**config.mk**
```make
export PLATFORM = sky130hd
export DESIGN_NAME = writeback
export DESIGN_NICKNAME = d
export VERILOG_FILES = /design/src/rtl/writeback.sv
export SDC_FILE = /design/constraint.sdc
export NUM_CORES = 1
export LEC_CHECK = 0
export ABC_AREA = 1
export CORE_MARGIN = 4
export CORE_UTILIZATION = 39
export CTS_CLUSTER_SIZE = 24
export DETAILED_ROUTE_END_ITERATION = 8
export GPL_TIMING_DRIVEN = 0
export PLACE_DENSITY = 0.7
export SYNTH_ARGS = -nofsm -noshare
export SYNTH_HDL_FRONTEND = slang
export SYNTH_SLANG_ARGS = --single-unit
```
**constraint.sdc**
```tcl
create_clock -name I_CLOCK -period 1.6 [get_ports I_CLOCK]
set_input_delay 0.32 -clock I_CLOCK [delete_from_list [all_inputs] [get_ports I_CLOCK]]
set_output_delay 0.32 -clock I_CLOCK [all_outputs]
set_load 0.005 [all_outputs]
```
**src/rtl/writeback.sv**
```systemverilog
// writeback: final pipeline stage. Classifies each slot from the memory stage,
// issues a registered register-file write port back to decode and keeps
// retire / bubble / write counters. All state updates on the clock's falling
// edge so decode sees a stable port on the following rising edge.

`ifndef PC_WIDTH
`define PC_WIDTH      16
`endif
`ifndef REG_WIDTH
`define REG_WIDTH     16
`endif
`ifndef OPCODE_WIDTH
`define OPCODE_WIDTH  8
`endif
`ifndef OP_ADD_D
`define OP_ADD_D      8'h01
`define OP_ADDI_D     8'h02
`define OP_AND_D      8'h03
`define OP_ANDI_D     8'h04
`define OP_MOV        8'h05
`define OP_MOVI_D     8'h06
`define OP_LDW        8'h07
`define OP_STW        8'h08
`define OP_JMP        8'h09
`define OP_JSR        8'h0A
`define OP_JSRR       8'h0B
`define OP_BRN        8'h10
`define OP_BRZ        8'h11
`define OP_BRP        8'h12
`define OP_BRNZ       8'h13
`define OP_BRNP       8'h14
`define OP_BRZP       8'h15
`define OP_BRNZP      8'h16
`endif

module writeback #(
    parameter int CNT_WIDTH = 16,
    parameter int LINK_REG  = 7
) (
    input  logic                     I_CLOCK,
    input  logic                     I_RESET_N,
    input  logic                     I_LOCK,
    input  logic [`PC_WIDTH-1:0]     I_PC,
    input  logic [`OPCODE_WIDTH-1:0] I_Opcode,
    input  logic [3:0]               I_DestRegIdx,
    input  logic [`REG_WIDTH-1:0]    I_ALUOut,
    input  logic [`REG_WIDTH-1:0]    I_MemOut,
    input  logic                     I_FetchStall,
    input  logic                     I_DepStall,
    output logic                     O_WriteBackEnable,
    output logic [3:0]               O_WriteBackRegIdx,
    output logic [`REG_WIDTH-1:0]    O_WriteBackData,
    output logic [CNT_WIDTH-1:0]     O_RetireCount,
    output logic [CNT_WIDTH-1:0]     O_BubbleCount,
    output logic [CNT_WIDTH-1:0]     O_WriteCount,
    output logic                     O_Active
);

    typedef enum logic {
        IDLE,
        ACTIVE
    } state_t;

    state_t                  state;
    logic                    slot_bubble;
    logic                    wr_en;
    logic [3:0]              wr_idx;
    logic [`REG_WIDTH-1:0]   wr_data;

    // Decode the presented slot into a bubble flag and the write it would issue
    always_comb begin
        slot_bubble = I_FetchStall | I_DepStall;
        wr_en       = 1'b0;
        wr_idx      = I_DestRegIdx;
        wr_data     = I_ALUOut;
        if (!slot_bubble) begin
            case (I_Opcode)
                `OP_ADD_D, `OP_ADDI_D, `OP_AND_D, `OP_ANDI_D, `OP_MOV, `OP_MOVI_D: begin
                    wr_en = 1'b1;
                end
                `OP_LDW: begin
                    wr_en   = 1'b1;
                    wr_data = I_MemOut;
                end
                `OP_JSR, `OP_JSRR: begin
                    wr_en   = 1'b1;
                    wr_idx  = 4'(LINK_REG);
                    wr_data = `REG_WIDTH'(I_PC);
                end
                default: begin
                    wr_en = 1'b0;
                end
            endcase
        end
    end

    // State, write port and counters, all updated on the falling edge
    always_ff @(negedge I_CLOCK or negedge I_RESET_N) begin
        if (!I_RESET_N) begin
            state             <= IDLE;
            O_WriteBackEnable <= 1'b0;
            O_WriteBackRegIdx <= '0;
            O_WriteBackData   <= '0;
            O_RetireCount     <= '0;
            O_BubbleCount     <= '0;
            O_WriteCount      <= '0;
        end else begin
            O_WriteBackEnable <= 1'b0;
            case (state)
                IDLE:    if (I_LOCK)  state <= ACTIVE;
                ACTIVE:  if (!I_LOCK) state <= IDLE;
                default: state <= IDLE;
            endcase
            // The IDLE->ACTIVE edge also consumes the slot presented with it
            if (I_LOCK) begin
                if (slot_bubble) begin
                    O_BubbleCount <= O_BubbleCount + CNT_WIDTH'(1);
                end else begin
                    O_RetireCount <= O_RetireCount + CNT_WIDTH'(1);
                end
                if (wr_en) begin
                    O_WriteBackEnable <= 1'b1;
                    O_WriteBackRegIdx <= wr_idx;
                    O_WriteBackData   <= wr_data;
                    O_WriteCount      <= O_WriteCount + CNT_WIDTH'(1);
                end
            end
        end
    end

    // Active flag is a direct decode of the state register
    always_comb begin
        O_Active = (state == ACTIVE);
    end

endmodule

```
### Yosys cells after proc, flatten, opt, wreduce, memory -nomap -nowiden

Cells that the tools add are included.

| storage, ports and cells | value |
|---|---|
| output and inout port bits | 70 |
| ROM bits | 0 |
| logic and storage cells | 35 |
| latch bits | 0 |
| bits of input ports | 65 |
| memories | 0 |
| RAM bits | 0 |
| flip-flop bits (word level) | 70 |

| cells by class | value |
|---|---|
| add/subtract/negate cells | 3 |
| muxes and demuxes | 9 |
| bitwise operators | 2 |
| order comparisons | 0 |
| shift-type cells | 0 |
| div/mod/pow operators | 0 |
| multipliers | 0 |
| eq/ne operators | 9 |
| reduce and logical (&&, ||, !) cells | 5 |

Operators by type and width:

| kind | count |
|---|---|
| $add 16x1->16 const B | 3 |
| $eq 8x3->1 const B | 4 |
| $pmux 16 s2 | 1 |
| $eq 8x2->1 const B | 2 |
| $eq 8x4->1 const B | 2 |
| $mux 16 | 1 |
| $reduce_or 9->1 | 1 |
| $eq 8x1->1 const B | 1 |
| $mux 4 | 2 |
| $reduce_and 2->1 | 3 |
| $mux 1 | 5 |
| $reduce_or 2->1 | 1 |
| $not 1->1 | 1 |
| $or 1x1->1 | 1 |

### Longest topological paths before layout

Gate-level depths: netlist of run 1.

| depth | value |
|---|---|
| word-level depth | 6 |
| depth in mapped cells | 11 |
| mapped depth without buffers | 10 |

==> results of run 1 <==
## worst max path at each step
stage                                                  end                          from  cells past startpoint  slack [ps]
after floorplan              O_RetireCount[14]$_DFFE_NN0P_                  I_FetchStall                      7        -490
after global placement      O_WriteBackData[9]$_DFFE_NN0P_                     I_RESET_N                      1       -2910
after detailed placement  O_WriteBackRegIdx[1]$_DFFE_NN0P_                  I_FetchStall                      8       -1480
after CTS                                 O_RetireCount[7]  O_RetireCount[7]$_DFFE_NN0P_                      1        -440
after global routing                      O_BubbleCount[3]  O_BubbleCount[3]$_DFFE_NN0P_                      1        -490
final                                     O_RetireCount[2]  O_RetireCount[2]$_DFFE_NN0P_                      1        -460
## sequential cells by signal, summed over array words and instances (netlist names)
name and count:
O_WriteBackData 16, O_WriteBackRegIdx 4, O_RetireCount 16, O_Active 1
O_WriteBackEnable 1, O_WriteCount 16, O_BubbleCount 16
## stage by stage
| step | setup TNS (ps) | std cells | instance area, sq um |
|---|---|---|---|
| detailed placement | -138110 | 807 | 5490 |
| floorplan | -25380 | 540 | 3990 |
| finish | -45640 | 943 | 7210 |
| CTS | -44240 | 913 | 6660 |
| global placement | -323970 | 807 | 5500 |
| global route | -50490 | 943 | 7210 |
## metal layers
layer,vias up,wire (um),global-route usage [%]
met5,-,0,0
met2,192,7680,42.0
met3,52,829,4.60
met4,0,489,7.39
li1,2228,-,-
met1,2258,5720,28.3
## logic make-up (layout without fill, tap and decap cells)
group,after synthesis,count (layout),synth area share (%)
adders and majority gates,3,3,0.964
buffers and inverters,73,342,7.42
DFF,70,70,45.0
xor gates and xnor gates,31,31,6.97
and+or+nand+nor,344,345,37.2
AOI/OAI and AO/OA,19,19,2.44
## placed cells by master, fill, tap and decap left out, types with 6 or more instances in the layout
| cell | netlist | routed |
|---|---|---|
| nor2_2 | 2 | 7 |
| clkdlybuf4s50_1 | 0 | 52 |
| nand2_8 | 0 | 8 |
| buf_6 | 0 | 35 |
| dfrtn_1 | 70 | 70 |
| xnor2_1 | 12 | 11 |
| nor3_1 | 13 | 11 |
| buf_4 | 1 | 87 |
| nand2_2 | 1 | 70 |
| buf_12 | 0 | 7 |
| clkbuf_8 | 0 | 14 |
| nor2_1 | 41 | 25 |
| xor2_1 | 19 | 19 |
| o21ai_1 | 1 | 6 |
| inv_1 | 56 | 49 |
| nand3_1 | 39 | 33 |
| nand4_1 | 24 | 24 |
| buf_8 | 0 | 8 |
| nand2_1 | 220 | 130 |
| nor2_4 | 1 | 12 |
| o21ai_2 | 0 | 6 |
| nand2_4 | 0 | 14 |
| buf_2 | 9 | 72 |
## area by class of cell
class,count,area [sq um],area share [%]
Multi-Input combinational cell,398,2520,34.9
Timing Repair Buffer,253,2130,29.5
Sequential cell,70,1750,24.3
Inverter,58,253,3.50
Clock buffer,14,183,2.53
Buffer,15,174,2.41
Tap cell,133,166,2.31
Clock inverter,2,37.5,0.520
## where the power goes
group | switching [W] | total (W) | internal (W)
clock network | 0.000693 | 0.00159 | 0.000893
logic | 0.000971 | 0.00194 | 0.000970
registers | 0.000166 | 0.00219 | 0.00202
## repair_timing
item                       CTS  global route
buffers inserted            81            34
pin swaps                   64            48
gates cloned                 9             1
gates resized for setup    506            89
setup endpoints to repair  139           138
==> reports/results.ini, run 1 <==
[timing]
clock-skew-final_ps=11.9
rsz0062_at_grt=yes
drv_slew=0
holdWs_ps=430
fin_ws_ps=-457
setup_viol=135
hold_viol=0
worst_pin_slew_ps=910
maxSlewHeadroom_pct=39.3

[outcome]
status=finished, violations left
violations=negative setup slack

[setup_path]
critPathCaptureType=output port
crit_path_max_incr_delay_ps=470
worst_setup_path_start_kind=flop
criticalPathCategory=reg2out
arrival_ps=1740
path_max_fanout=2
required_ps=1280
crit_buf_inv=1
rrSetupSlack_ps=-220
r2r_start=O_RetireCount[4]$_DFFE_NN0P_
reg2regPathDepth=7
crit_chain=buf_2
worst_r2r_endpoint=O_RetireCount[14]$_DFFE_NN0P_
path_delay_family=flip-flops
crit_path_top_delay_cell=dfrtn_1

[yosys]
synthDistinctLibCells=24
syn-num-nets=608
synth_common_cells=220 x nand2_1, 70 x dfrtn_1, 56 x inv_1, 41 x nor2_1, 39 x nand3_1
synth_edf_count=0
yosysMostFrequentCell=nand2_1
synth_seq_cells=70
ys_seq_area_share_pct=45.0
synth_top_area_share_pct=45.0
netlist_area_sq_mm=0.00389
postSynthCellCount=540
yosysTopAreaCell=dfrtn_1
ys_async_sr_fraction_pct=100
yosys_warnings=0
synthTopCellsByArea=dfrtn_1 45%, nand2_1 21%, inv_1 5.4%
synthFlopType=dfrtn_1
syn_avg_cell_area_sq_um=7.21

[cells_and_area]
finalNetCount=873
fill_cells=722
antenna_cells=0
fin_util_pct=74.1
drive_gt1_share_pct=46.0
area_delta_synth_final_pct=85.2

[min_path]
hp-start=O_WriteBackRegIdx[3]$_DFFE_NN0P_
min_path_cells=2
hold_class=reg2reg
holdPathEnd=O_WriteBackRegIdx[3]$_DFFE_NN0P_

[detailed_routing]
drc=0
viasPerCell=5.02
ant_nets=0
drtIter0Drc=223
num_vias=4730
routedWlPerCell_um=15.6
firstDrtPassIters=5
wl_mm=14.7

[floorplanning]
die_w_um=108
die-area_sq_mm=0.0117
io_pins=135
num_rows=36
start_util_pct=40.0
core-area_sq_mm=0.00973
die_h_um=108

[clocking]
cts-buffers-inserted=9
clkTransAtPathRegs_ps=50
cts_tree=done
cts_buffer_depth=2
htree_levels=3
cts_hold_buffers=0
root_buffer=clkbuf_8
insertion_delay_ps=340
clock-sinks=70

[grt]
overflow=0
grt_max_degree=71
track_usage_pct=23.4
grt_pass1_wl_mm=21.7
grt_pass1_vias=4482
antenna_found_initial=0

[placement]
dp_hpwl_mm=8.13
gp_congestion=0.850
pre_cts_slack_ps=-1480
io_buffers=134

[pwr]
p_leak_nw=3.69
power_w=0.00572
p_per_area_mw_per_mm2=793
ir_worst_vdd_mv=0.994

[flow_run]
cap_viol_max_count=0

Note: power is estimated with default switching activity, not from simulation.
==> run 2: changes to the inputs <==
--- a/config.mk
+++ b/config.mk
@@ -6,12 +6,14 @@
 export NUM_CORES = 1
 export LEC_CHECK = 0
 export ABC_AREA = 1
+export CELL_PAD_IN_SITES_DETAIL_PLACEMENT = 1
+export CELL_PAD_IN_SITES_GLOBAL_PLACEMENT = 2
 export CORE_MARGIN = 4
-export CORE_UTILIZATION = 39
+export CORE_UTILIZATION = 24
 export CTS_CLUSTER_SIZE = 24
 export DETAILED_ROUTE_END_ITERATION = 8
 export GPL_TIMING_DRIVEN = 0
-export PLACE_DENSITY = 0.7
+export PLACE_DENSITY = 0.78
 export SYNTH_ARGS = -nofsm -noshare
 export SYNTH_HDL_FRONTEND = slang
 export SYNTH_SLANG_ARGS = --single-unit
==> reports/results.ini, run 2 (synthesized netlist as in run 1, its figures left out) <==
[clocking]
insertion_delay_ps=350  ; about the same
clock-sinks=70  ; unchanged
cts_tree=done
clkTransAtPathRegs_ps=40  ; about the same
cts-buffers-inserted=9  ; unchanged
htree_levels=3  ; unchanged
root_buffer=clkbuf_16
cts_buffer_depth=2  ; unchanged

[floorplanning]
core-area_sq_mm=0.0159  ; +63%
io_pins=135  ; unchanged
die-area_sq_mm=0.0183  ; +57%
die_w_um=135  ; +25%
die_h_um=135  ; +25%
start_util_pct=24.5  ; -16 points
num_rows=46  ; +28%

[cells_and_area]
finalNetCount=869  ; -0.46%
drive_gt1_share_pct=41.9  ; -4.1 points
area_delta_synth_final_pct=83.6
multi_input_comb_area_sq_mm=0.00241  ; -4.3%
regArea_sq_mm=0.00175  ; unchanged
layout_common_cells=165 x nand2_1, 97 x buf_4, 70 x dfrtn_1, 70 x buf_2, 52 x clkdlybuf4s50_1
fin_cells=1022  ; +8.4%
fill_cells=1963  ; +170%
antenna_cells=0  ; unchanged
layout_commonest_cell=nand2_1
fin_util_pct=45.0  ; -29 points

[grt]
overflow=0  ; unchanged
track_usage_pct=16.2  ; -7.2 points
grt_pass1_wl_mm=23.6  ; +8.6%
grt_pass1_vias=4809  ; +7.3%
antenna_found_initial=0  ; unchanged
grt_max_degree=42  ; -41%

[setup_path]
crit_chain=buf_2
path_max_fanout=3  ; +1
required_ps=1280  ; about the same
crit_path_max_incr_delay_ps=450  ; -20 ps
worst_setup_path_start_kind=flop
crit_path_top_delay_cell=dfrtn_1
critPathCaptureType=output port
path_delay_family=flip-flops
criticalPathCategory=reg2out
reg2regPathDepth=8  ; +1
rrSetupSlack_ps=-180  ; +40 ps
crit_buf_inv=1  ; unchanged
arrival_ps=1730  ; about the same
worst_r2r_endpoint=O_WriteCount[9]$_DFFE_NN0P_
r2r_start=O_WriteCount[0]$_DFFE_NN0P_

[placement]
dpl.cell_count=891  ; +10%
dp_hpwl_mm=10.3  ; +26%
pre_cts_slack_ps=-1490  ; -10.5 ps
gp_congestion=0.816  ; -4.0%
io_buffers=134  ; unchanged

[timing]
clock-skew-final_ps=3.96  ; -7.97 ps
fin_tns_setup_ps=-44500  ; +1150 ps
drv_slew=0  ; unchanged
setup_viol=132  ; -2.2%
fin_ws_ps=-451  ; +6.13 ps
worst_pin_slew_ps=565  ; -345 ps
maxSlewHeadroom_pct=62.0  ; +23 points
rsz0062_at_grt=yes
hold_viol=0  ; unchanged

[detailed_routing]
drtIter0Drc=110  ; -51%
firstDrtPassIters=4  ; -1
routedWlPerCell_um=15.2  ; -2.8%
drc=0  ; unchanged
num_vias=4580  ; -3.2%
ant_nets=0  ; unchanged
wl_mm=15.5  ; +5.4%
viasPerCell=4.48  ; -11%

[min_path]
holdPathEnd=O_WriteBackData[1]$_DFFE_NN0P_
hold_class=reg2reg
min_path_cells=2  ; unchanged
hp-start=O_WriteBackData[1]$_DFFE_NN0P_

[pwr]
p_per_area_mw_per_mm2=856  ; +8.0%
ir_worst_vdd_mv=0.573  ; -42%
p_leak_nw=3.68  ; -0.34%

[flow_run]
cap_viol_max_count=0  ; unchanged

[outcome]
status=finished, violations left
violations=negative setup slack

run 2: cell types whose count changed in the layout (fill, tap and decap cells not counted), moves of 3 or more:
cell,previous run,this run
clkbuf_8,14,2
nand2_1,130,165
nor3_2,1,6
buf_16,3,0
clkbuf_16,0,10
nand2_4,14,7
buf_4,87,97
nand2_2,70,43
o21ai_0,3,6
nor3_1,11,5
buf_6,35,28
buf_12,7,3
run 2: metal layers:
metal	up-vias	global-route usage (%)	wire [um]
met1	2235	19.0	6290
met4	0	4.93	315
met2	98	28.7	8110
met3	23	4.64	788
met5	-	0	0
li1	2224	-	-
run 2: timing repair:
item / in CTS / in global routing
resized for setup: 416 / 120
gates cloned: 6 / 2
hold buffers: 0 / 0
buffers inserted: 62 / 51
setup endpoints to repair: 139 / 137
pin swaps: 23 / 35
run 2: through the flow:
step / area (sq um) / hold WS [ps] / total power, W
after floorplan: 3990 / 414 / 0.00276
after global placement: 5600 / 426 / 0.00359
after detailed placement: 5620 / 425 / 0.00364
after CTS: 6360 / 428 / 0.00588
after global routing: 7150 / 443 / 0.00649
final: 7150 / 428 / 0.00612
run 2: where the power goes:
part           internal, W  switching, W  total [W]
clock network      0.00129      0.000781    0.00207
registers          0.00203      0.000155    0.00218
logic             0.000938      0.000930    0.00187
run 2: cell type report:
type                       count  share of cell area (%)
multi-input combinational    398                    33.7
clock inverter                 3                   0.595
timing repair buffer         250                    28.2
tap                          216                    3.78
buffer                        14                    2.07
sequential                    70                    24.5
inverter                      58                    3.57
clock buffer                  13                    3.64
run 2: worst max path at each step:
stage,from,endpoint,slack (ps),depth (start not counted)
5_1_grt,O_BubbleCount[6]$_DFFE_NN0P_,O_BubbleCount[6],-490,1
2_1_floorplan,I_FetchStall,O_RetireCount[14]$_DFFE_NN0P_,-490,7
3_3_place_gp,I_RESET_N,O_WriteBackData[8]$_DFFE_NN0P_,-3030,1
4_1_cts,O_BubbleCount[6]$_DFFE_NN0P_,O_BubbleCount[6],-510,1
3_5_place_dp,I_FetchStall,O_WriteCount[6]$_DFFE_NN0P_,-1490,8
6_report,O_BubbleCount[6]$_DFFE_NN0P_,O_BubbleCount[6],-450,1
==> run 3: changes to the inputs <==
--- a/config.mk
+++ b/config.mk
@@ -5,13 +5,14 @@
 export SDC_FILE = /design/constraint.sdc
 export NUM_CORES = 1
 export LEC_CHECK = 0
-export ABC_AREA = 1
+export ABC_CLOCK_PERIOD_IN_PS = 1600
 export CELL_PAD_IN_SITES_DETAIL_PLACEMENT = 1
 export CELL_PAD_IN_SITES_GLOBAL_PLACEMENT = 2
 export CORE_MARGIN = 4
-export CORE_UTILIZATION = 24
+export CORE_UTILIZATION = 25
 export CTS_CLUSTER_SIZE = 24
 export DETAILED_ROUTE_END_ITERATION = 8
+export GPL_ROUTABILITY_DRIVEN = 0
 export GPL_TIMING_DRIVEN = 0
 export PLACE_DENSITY = 0.78
 export SYNTH_ARGS = -nofsm -noshare
==> reports/results.ini, run 3 <==
[outcome]
status=finished, violations left
violations=negative setup slack

[min_path]
min_path_cells=2  ; unchanged
holdPathEnd=O_WriteBackData[11]$_DFFE_NN0P_
hp-start=O_WriteBackData[11]$_DFFE_NN0P_
hold_class=reg2reg

[placement]
dpl.cell_count=607  ; -32%
dp_hpwl_mm=7.89  ; -23%
pre_cts_slack_ps=-1930  ; -443 ps
io_buffers=134  ; unchanged

[timing]
rsz0062_at_grt=yes
maxSlewHeadroom_pct=73.6  ; +12 points
worst_pin_slew_ps=395  ; -170 ps
fin_ws_ps=-868  ; -417 ps
setup_viol=136  ; +3.0%
hold_viol=0  ; unchanged
holdWs_ps=446  ; +17.6 ps
fin_tns_setup_ps=-63630  ; -19130 ps
clock-skew-final_ps=4.07  ; +0.115 ps
drv_slew=0  ; unchanged

[clocking]
cts_buffer_depth=2  ; unchanged
clock-sinks=70  ; unchanged
insertion_delay_ps=340  ; about the same
htree_levels=3  ; unchanged
clkTransAtPathRegs_ps=40  ; about the same
root_buffer=clkbuf_16
cts-buffers-inserted=9  ; unchanged
cts_tree=done

[setup_path]
r2r_start=O_WriteCount[2]$_DFFE_NN0P_
crit_path_top_delay_cell=or4_4
rrSetupSlack_ps=-320  ; -140 ps
worst_r2r_endpoint=O_WriteCount[13]$_DFFE_NN0P_
path_max_fanout=5  ; +2
arrival_ps=1860  ; +130 ps
path_delay_family=simple AND/OR/NAND/NOR gates
reg2regPathDepth=7  ; -1
crit_buf_inv=4  ; +3
worst_setup_path_start_kind=primary input
crit_top_cell=buf_8
critPathCaptureType=flop
criticalPathCategory=in2reg
required_ps=990  ; -290 ps
crit_path_max_incr_delay_ps=530  ; +80 ps
crit_chain=buf_8 > or4_4 > a211o_4 > clkinv_8 > buf_12 > buf_8 > nand4_1 > xnor2_1

[detailed_routing]
drc=0  ; unchanged
num_vias=3329  ; -27%
viasPerCell=4.59  ; +2.5%
firstDrtPassIters=4  ; unchanged
drtIter0Drc=109  ; -0.91%
routedWlPerCell_um=16.5  ; +8.8%
wl_mm=12.0  ; -23%
ant_nets=0  ; unchanged

[cells_and_area]
layout_commonest_cell=buf_4
layout_common_cells=86 x buf_4, 72 x buf_2, 70 x dfrtn_1
finalNetCount=616  ; -29%
drive_gt1_share_pct=48.6  ; +6.7 points
fin_cells=725  ; -29%
area_delta_synth_final_pct=92.0
antenna_cells=0  ; unchanged

[grt]
overflow=0  ; unchanged
antenna_found_initial=0  ; unchanged
use_met3_pct=5.01  ; +0.37 points
grt_max_degree=43  ; +2.4%
grt_pass1_vias=3608  ; -25%
use_met1_pct=18.6  ; -0.34 points
grt_pass1_wl_mm=18.5  ; -22%
grt_busiest_layer=met2
track_usage_pct=16.2  ; -0.046 points
grt.met2_usage_pct=27.7  ; -0.98 points

[yosys]
synth_edf_count=0  ; unchanged
syn-num-nets=368  ; -39%
synth_common_cells=70 x dfrtn_1, 37 x nor2_1, 36 x xnor2_1, 22 x nand2_1, 18 x nand4_1
syn_avg_cell_area_sq_um=10.8  ; +50%
ys_seq_area_share_pct=54.0  ; +9.0 points
ys_async_sr_fraction_pct=100  ; unchanged
synth_seq_cells=70  ; unchanged
yosysTopAreaCell=dfrtn_1
yosysMostFrequentCell=dfrtn_1
yosys_warnings=0  ; unchanged
postSynthCellCount=300  ; -44%
synthTopCellsByArea=dfrtn_1 54%, xnor2_1 9.7%, a221oi_1 4.3%
synthDistinctLibCells=36  ; +50%
netlist_area_sq_mm=0.00324  ; -17%
synth_top_area_share_pct=54.0  ; +9.0 points
synthFlopType=dfrtn_1

[floorplanning]
die-area_sq_mm=0.0149  ; -19%
core-area_sq_mm=0.0127  ; -20%
die_h_um=122  ; -10%
die_w_um=122  ; -10%
start_util_pct=25.6  ; +1.1 points
io_pins=135  ; unchanged
num_rows=41  ; -11%

[pwr]
ir_worst_vdd_mv=0.460  ; -20%
p_per_area_mw_per_mm2=924  ; +7.9%
p_leak_nw=3.06  ; -17%
power_w=0.00575  ; -6.0%

[flow_run]
cap_viol_max_count=0  ; unchanged

==> run 3: cell types whose count changed after synthesis, moves of 6 or more <==
cell	change
nand2_1	-198
inv_1	-52
nand3_1	-31
xnor2_1	+24
a221oi_1	+16
a22o_1	+16
o21ai_0	-15
and3_1	+13
xor2_1	-10
nor3_1	-9
nand4_1	-6
nor4_1	+6
==> run 3: layout make-up <==
class | instances | area (sq um)
Inverter | 5 | 31.3
Timing Repair Buffer | 240 | 1950
Multi-Input combinational cell | 210 | 1880
Fill cell | 1448 | 6440
Tap cell | 172 | 215
Clock inverter | 3 | 17.5
Sequential cell | 70 | 1750
Buffer | 12 | 109
Clock buffer | 13 | 270
==> run 3: worst reg2reg max path: stages (launching register included) <==
cell and delay [ps]:
dfrtn_1 400, buf_4 130, and2_1 120, clkbuf_1 300, and3_1 210, clkbuf_1 280
nand4_1 170, xnor2_1 150
==> run 3: worst max-delay path by stage <==
| stage | from | end | cells past startpoint |
|---|---|---|---|
| 2_1_floorplan | I_Opcode[5] | O_WriteBackRegIdx[0]$_DFFE_NN0P_ | 5 |
| 6_report | I_Opcode[6] | O_WriteCount[14]$_DFFE_NN0P_ | 8 |
| 3_3_place_gp | I_RESET_N | O_WriteBackData[11]$_DFFE_NN0P_ | 1 |
| 5_1_grt | I_Opcode[6] | O_WriteCount[12]$_DFFE_NN0P_ | 8 |
| 3_5_place_dp | I_Opcode[5] | O_WriteBackData[8]$_DFFE_NN0P_ | 6 |
| 4_1_cts | I_Opcode[6] | O_WriteBackRegIdx[2]$_DFFE_NN0P_ | 6 |
==> run 3: cell families (layout without fill, tap and decap cells) <==
group | count (synthesis) | in the layout | synth area share [%]
flops | 70 | 70 | 54.0
fa+ha+maj | 3 | 3 | 1.16
xor+xnor | 45 | 45 | 12.2
mux | 1 | 1 | 0.347
compound gates | 43 | 43 | 11.3
simple gates | 118 | 118 | 18.0
buf+inv | 20 | 273 | 3.05
==> run 3: routing by layer <==
metal,up-vias,share of wire [%]
li1,1576,-
met1,1646,41
met2,91,51
met3,16,6.4
met4,0,2.0
met5,-,0
==> run 3: metrics by stage <==
stage,utilization [%],area [sq um]
finish,49.1,6230
global route,49.1,6230
CTS,46.7,5920
detailed placement,39.3,4980
global placement,39.1,4960
floorplan,-,3400
==> run 3: repair_timing <==
item | CTS | global route
cloned | 3 | 0
pin swaps | 43 | 31
buffers inserted | 75 | 32
setup endpoints to repair | 139 | 138
hold buffers | 0 | 0
gates resized for setup | 397 | 36
==> run 3: where the power goes <==
group          leakage (nW)  switching (W)  internal [W]
Clock                 0.142       0.000749       0.00117
Sequential            0.929       0.000143       0.00203
Combinational          1.99       0.000755      0.000905
